==> src/rtl/oled_spi_rx.sv <==
// SSD1331 SPI write-stream receiver: rebuilds command bytes and RGB565 pixels.
// Define OLED_RX_WINDOW_EN to track 0x15/0x75 column/row window commands.
module oled_spi_rx #(
  parameter int C_x_size = 96,
  parameter int C_y_size = 64
) (
  input  logic        clk,
  input  logic        reset,
  input  logic        oled_csn,
  input  logic        oled_clk,
  input  logic        oled_mosi,
  input  logic        oled_dc,
  input  logic        oled_resn,
  output logic        cmd_valid,
  output logic [7:0]  cmd_data,
  output logic        px_valid,
  output logic [6:0]  px_x,
  output logic [5:0]  px_y,
  output logic [15:0] px_color,
  output logic        frame_end
);

  localparam logic [6:0] XMAX = 7'(C_x_size - 1);
  localparam logic [5:0] YMAX = 6'(C_y_size - 1);

  logic [1:0] csn_q, mosi_q, dc_q, resn_q;
  logic [2:0] sck_q;
  logic       rise, frst;

  always_ff @(posedge clk) begin
    if (reset) begin
      csn_q  <= 2'b11;
      mosi_q <= '0;
      dc_q   <= '0;
      resn_q <= 2'b11;
      sck_q  <= '0;
    end else begin
      csn_q  <= {csn_q[0], oled_csn};
      mosi_q <= {mosi_q[0], oled_mosi};
      dc_q   <= {dc_q[0], oled_dc};
      resn_q <= {resn_q[0], oled_resn};
      sck_q  <= {sck_q[1:0], oled_clk};
    end
  end

  assign rise = sck_q[1] & ~sck_q[2];
  assign frst = reset | ~resn_q[1];

  logic [2:0] bcnt_q;
  logic [6:0] sr_q;
  logic       byte_v_q, byte_dc_q;
  logic [7:0] byte_q;

  // The 8th edge completes even if csn rises alongside it.
  always_ff @(posedge clk) begin
    if (frst) begin
      bcnt_q    <= '0;
      sr_q      <= '0;
      byte_v_q  <= 1'b0;
      byte_dc_q <= 1'b0;
      byte_q    <= '0;
    end else begin
      byte_v_q <= 1'b0;
      if (rise && (!csn_q[1] || bcnt_q == 3'd7)) begin
        sr_q   <= {sr_q[5:0], mosi_q[1]};
        bcnt_q <= bcnt_q + 3'd1;
        if (bcnt_q == 3'd7) begin
          byte_v_q  <= 1'b1;
          byte_q    <= {sr_q, mosi_q[1]};
          byte_dc_q <= dc_q[1];
        end
      end else if (csn_q[1]) begin
        bcnt_q <= '0;
      end
    end
  end

  logic [6:0] col_s_q, col_e_q;
  logic [5:0] row_s_q, row_e_q;
  logic       ld_x, ld_y;

`ifdef OLED_RX_WINDOW_EN
  typedef enum logic [2:0] {
    S_CMD, S_COL_S, S_COL_E, S_ROW_S, S_ROW_E
  } state_e;

  state_e     state_q, state_d;
  logic [6:0] col_s_d, col_e_d;
  logic [5:0] row_s_d, row_e_d;

  function automatic logic [6:0] clamp_x(input logic [7:0] b);
    return (b > {1'b0, XMAX}) ? XMAX : b[6:0];
  endfunction

  function automatic logic [5:0] clamp_y(input logic [7:0] b);
    return (b > {2'b0, YMAX}) ? YMAX : b[5:0];
  endfunction

  always_ff @(posedge clk) begin
    if (frst) begin
      state_q <= S_CMD;
      col_s_q <= '0;
      col_e_q <= XMAX;
      row_s_q <= '0;
      row_e_q <= YMAX;
    end else begin
      state_q <= state_d;
      col_s_q <= col_s_d;
      col_e_q <= col_e_d;
      row_s_q <= row_s_d;
      row_e_q <= row_e_d;
    end
  end

  always_comb begin
    state_d = state_q;
    col_s_d = col_s_q;
    col_e_d = col_e_q;
    row_s_d = row_s_q;
    row_e_d = row_e_q;
    ld_x    = 1'b0;
    ld_y    = 1'b0;
    if (byte_v_q) begin
      if (byte_dc_q) begin
        state_d = S_CMD;
      end else begin
        unique case (state_q)
          S_CMD: begin
            if (byte_q == 8'h15) state_d = S_COL_S;
            else if (byte_q == 8'h75) state_d = S_ROW_S;
          end
          S_COL_S: begin
            col_s_d = clamp_x(byte_q);
            state_d = S_COL_E;
          end
          S_COL_E: begin
            col_e_d = clamp_x(byte_q);
            ld_x    = 1'b1;
            state_d = S_CMD;
          end
          S_ROW_S: begin
            row_s_d = clamp_y(byte_q);
            state_d = S_ROW_E;
          end
          S_ROW_E: begin
            row_e_d = clamp_y(byte_q);
            ld_y    = 1'b1;
            state_d = S_CMD;
          end
          default: state_d = S_CMD;
        endcase
      end
    end
  end
`else
  assign col_s_q = '0;
  assign col_e_q = XMAX;
  assign row_s_q = '0;
  assign row_e_q = YMAX;
  assign ld_x    = 1'b0;
  assign ld_y    = 1'b0;
`endif

  logic       phase_q, px_done;
  logic [7:0] hi_q;
  logic [6:0] x_q, x_d;
  logic [5:0] y_q, y_d;

  assign px_done = byte_v_q & byte_dc_q & phase_q;

  always_comb begin
    x_d = x_q;
    y_d = y_q;
    if (ld_x) x_d = col_s_q;
    if (ld_y) y_d = row_s_q;
    if (px_done) begin
      if (x_q == col_e_q) begin
        x_d = col_s_q;
        if (y_q == row_e_q) y_d = row_s_q;
        else if (y_q == YMAX) y_d = '0;
        else y_d = y_q + 6'd1;
      end else if (x_q == XMAX) begin
        x_d = '0;
      end else begin
        x_d = x_q + 7'd1;
      end
    end
  end

  always_ff @(posedge clk) begin
    if (frst) begin
      phase_q   <= 1'b0;
      hi_q      <= '0;
      x_q       <= '0;
      y_q       <= '0;
      cmd_valid <= 1'b0;
      cmd_data  <= '0;
      px_valid  <= 1'b0;
      px_x      <= '0;
      px_y      <= '0;
      px_color  <= '0;
      frame_end <= 1'b0;
    end else begin
      x_q       <= x_d;
      y_q       <= y_d;
      cmd_valid <= 1'b0;
      px_valid  <= 1'b0;
      frame_end <= 1'b0;
      if (byte_v_q) begin
        if (!byte_dc_q) begin
          cmd_valid <= 1'b1;
          cmd_data  <= byte_q;
          phase_q   <= 1'b0;
        end else if (!phase_q) begin
          hi_q    <= byte_q;
          phase_q <= 1'b1;
        end else begin
          px_valid  <= 1'b1;
          px_color  <= {hi_q, byte_q};
          px_x      <= x_q;
          px_y      <= y_q;
          frame_end <= (x_q == col_e_q) && (y_q == row_e_q);
          phase_q   <= 1'b0;
        end
      end
    end
  end

endmodule
==> config.mk <==
export PLATFORM = sky130hd
export DESIGN_NAME = oled_spi_rx
export DESIGN_NICKNAME = d
export VERILOG_FILES = /design/src/rtl/oled_spi_rx.sv
export SDC_FILE = /design/constraint.sdc
export NUM_CORES = 1
export LEC_CHECK = 0
export CORE_MARGIN = 1.5
export CORE_UTILIZATION = 53
export DETAILED_ROUTE_END_ITERATION = 16
export PLACE_DENSITY = 0.78
export SLEW_MARGIN = 5
export SYNTH_ARGS = -nofsm -noshare
export SYNTH_HDL_FRONTEND = slang
export SYNTH_SLANG_ARGS = --single-unit
==> constraint.sdc <==
create_clock -name clk -period 2.5 [get_ports clk]
set_clock_uncertainty 0.15 [all_clocks]
set_input_delay 0.375 -clock clk [delete_from_list [all_inputs] [get_ports clk]]
set_output_delay 0.375 -clock clk [all_outputs]
set_load 0.005 [all_outputs]
==> summary.txt <==
Critical path
  • R2R Setup Slk: between 0.4 and 0.5 ns
  • Critical path peak fanout: 9
  • Critical Path RT: ~2.6 ns
  • Reg2reg path depth: 5
  • Crit end category: flip-flop
  • CP endpoint: y_q[0]
  • Worst Setup SP: x_q[0]
  • Type of the worst setup path: reg2reg
  • Critical Path Source Type: flip-flop
  • RR Startpoint: x_q[0]
  • Critical R2R Capture: y_q[0]
  • Crit path arrival time: around 2.2 ns

Synthesis
  • Most frequent cell after synthesis: nand2_1
  • Synth top cells by count: nand2_1 (108), dfxtp_1 (93), a21oi_1 (61), clkbuf_1 (22), nor2_1 (22)
  • Mapped Cells: roughly 390
  • Dominant cells by area after synthesis: dfxtp_1 (56%), nand2_1 (12%), a21oi_1 (9.2%)
  • Syn Nets: around 400
  • Yosys top cell by area: dfxtp_1
  • Share of the synthesized area in the top cell type: between 50% and 60%
  • Synthesized cell area: ~3300 µm²
  • Yosys warns: 0
  • Syn_area_per_cell: approximately 8.6 µm²
  • Fraction of registers with async set/reset: 0%
  • Distinct cells, synth: 31
  • Post-synth EDFFs: 0
  • Seq/Total Area, Yosys: a little under three fifths
  • Flops & latches, synth: 93
  • Main flop type after synthesis: dfxtp_1

Timing
  • RSZ-0062 raised after global routing: no
  • Final setup viols: 0
  • Fin crit share: 81.8%
  • Setup TNS: 0 ns
  • Max-slew violation count: 0
  • Fin. Hold Viols: 0
  • Min Tclk post-route: a little over 2 ns
  • Fmax: roughly 0.5 GHz
  • Actual slew at the worst max-slew pin: approximately 0.56 ns
  • Slew margin rel.: 62.5%

Pwr
  • Sw power: around 0.54 mW
  • Power share of the sequential group: around three fifths
  • Internal power: 1.93 mW
  • Clk network pwr share: a little under two fifths
  • Worst vdd ir: roughly 0.00050 V
  • Switch share: between 20% and 30%
  • PD cells: 610 nW/µm²
  • P_leak: 1.43 nW
  • Combinational share of power: under 10%

Drt
  • Iteration-0 DRC count of the detailed router: between 150 and 200
  • First drt pass iteration count: 4
  • Routed wire length: ~6 mm
  • Wirelength per Cell: approximately 12 µm
  • Vias: between 2000 and 3000
  • # DRC: 0
  • Routed vias/inst: approximately 5.1
  • Detail Route Antenna Nets: 0

GRT
  • Global-route wire length before repair: roughly 10 mm
  • Vias in the first global route: roughly 2300
  • Total grt overflow: 0
  • GRT Total Usage: between 10% and 20%
  • Largest net degree at the start of global routing: between 40 and 50
  • Initial antenna violation count: 0

Placement
  • Placer Congestion: around 0.76
  • Dpl cells: 493
  • Port-buffer cells: 46
  • HPWL after detailed placement: approximately 4 mm

Clock network
  • Cts repair resizes: 0
  • Clk buf depth: 2
  • Clock sinks: 93
  • TritonCTS buffer count: 9
  • Clk slew on worst S/H paths: about 0.090 ns
  • Root Buffer: clkbuf_8
  • Worst-Skew Late Latency: roughly 0.34 ns
  • Post-CTS Setup Repair Bufs: 0
  • H-tree levels: 3
  • CTS tree: yes
  • CTS Hold Buffers Added: 0

Min path
  • Tightest Hold Check Type: reg2reg
  • Hold Crit Start: resn_q[0]

Finish
  • Antenna fix cells: 0
  • Share of layout cells above drive strength 1: 7.83%
  • Area Growth Syn to Fin: 21.8%
  • Non-Filler Instances: 509
  • Final net count: between 400 and 500

Floorplan
  • Area of the core: between 5000 and 6000 µm²
  • # IOs: 47
  • Die width: 82.1 µm
  • Die Y: a little over 80 µm
  • Initial Util: between 50% and 60%
  • Num rows: 28
  • Die ar.: between 6000 and 7000 µm²

Run status
  • Status: finished clean

Job
  • Max_cap viols: 0
[kinds of logic (layout without fill, tap and decap cells)]
logic type / Yosys count / in the layout / share of synthesized area, %
mux: 10 / 10 / 3.09
simple gates: 178 / 178 / 23.7
xor+xnor: 7 / 7 / 1.85
flops: 93 / 93 / 56.1
compound gates: 69 / 69 / 10.7
fa+ha+maj: 4 / 4 / 1.51
buf+inv: 27 / 73 / 3.09
[state kept, by name, indices dropped and copies added (netlist names), 3 cells and up]
| register | flops |
|---|---|
| bcnt_q | 3 |
| byte_q | 8 |
| cmd_data | 8 |
| hi_q | 8 |
| px_color | 16 |
| px_x | 7 |
| px_y | 6 |
| sck_q | 3 |
| sr_q | 7 |
| x_q | 7 |
| y_q | 6 |
[routing by layer]
| metal | global-route usage, % | wire [µm] |
|---|---|---|
| met3 | 3.96 | 166 |
| met1 | 25.3 | 2880 |
| met4 | 8.98 | 69 |
| met5 | 0 | 0 |
| met2 | 31.1 | 2860 |
[layout make-up]
class | count | area, µm²
Clock buffer | 11 | 151
Clock inverter | 5 | 35.0
Fill cell | 497 | 1950
Inverter | 3 | 11.3
Multi-Input combinational cell | 268 | 1360
Sequential cell | 93 | 1860
Tap cell | 75 | 93.8
Timing Repair Buffer | 54 | 533
[critical path, stage by stage, from the launching register on]
cell     delay, ns
dfxtp_1       0.40
ha_1          0.21
nand4_1       0.19
or3_1         0.49
or3b_1        0.39
a21oi_1       0.14
[placed cells by master (no fill, tap or decap), drive strengths merged]
cell,synthesis,routed
xnor2,4,4
and3,4,4
ha,4,4
nor3,1,1
a31oi,1,1
or2,6,6
mux2i,8,8
nor2b,9,9
a32oi,2,2
nand2b,5,5
clkinv,0,4
or3,2,2
nor2,22,22
nand3,11,11
nand4b,1,1
clkbuf,22,11
clkinvlp,0,1
buf,2,8
inv,3,3
nand4,3,3
dfxtp,93,93
a21oi,61,61
nand2,108,108
or4,1,1
or3b,2,2
o21ai,5,5
and2,1,1
nor4,2,2
clkdlybuf4s50,0,46
xor2,3,3
mux2,2,2
[through the flow]
stage | util (%) | power (mW) | hold WS (ns) | setup slack, ns | area, µm²
final | 67.5 | 2.47 | 0.262 | 0.454 | 4040
after global routing | 67.5 | 2.56 | 0.292 | 0.292 | 4040
after CTS | 67.5 | 2.49 | 0.266 | 0.453 | 4040
after detailed placement | 64.4 | 1.58 | 0.247 | 0.490 | 3860
after global placement | 64.4 | 1.58 | 0.243 | 0.585 | 3860
after floorplan | - | 1.56 | 0.239 | 0.659 | 3320
[power by group through the flow]
stage          clock (mW)  combinational (mW)  sequential [mW]
6_report            0.918              0.0579             1.49
5_1_grt              1.00              0.0643             1.49
4_1_cts             0.941              0.0585             1.49
3_5_place_dp            0              0.0581             1.52
3_3_place_gp            0              0.0581             1.52
2_1_floorplan           0              0.0354             1.52
[how the worst min path moves through the flow]
stage                            to  cells after the start  slack (ns)
final                     resn_q[1]                      1        0.26
after detailed placement  resn_q[1]                      1        0.25
after CTS                 resn_q[1]                      1        0.27
after floorplan            csn_q[1]                      1        0.24
after global routing      resn_q[1]                      1        0.29
after global placement    resn_q[1]                      1        0.24
(Power assumes the default switching activity.)
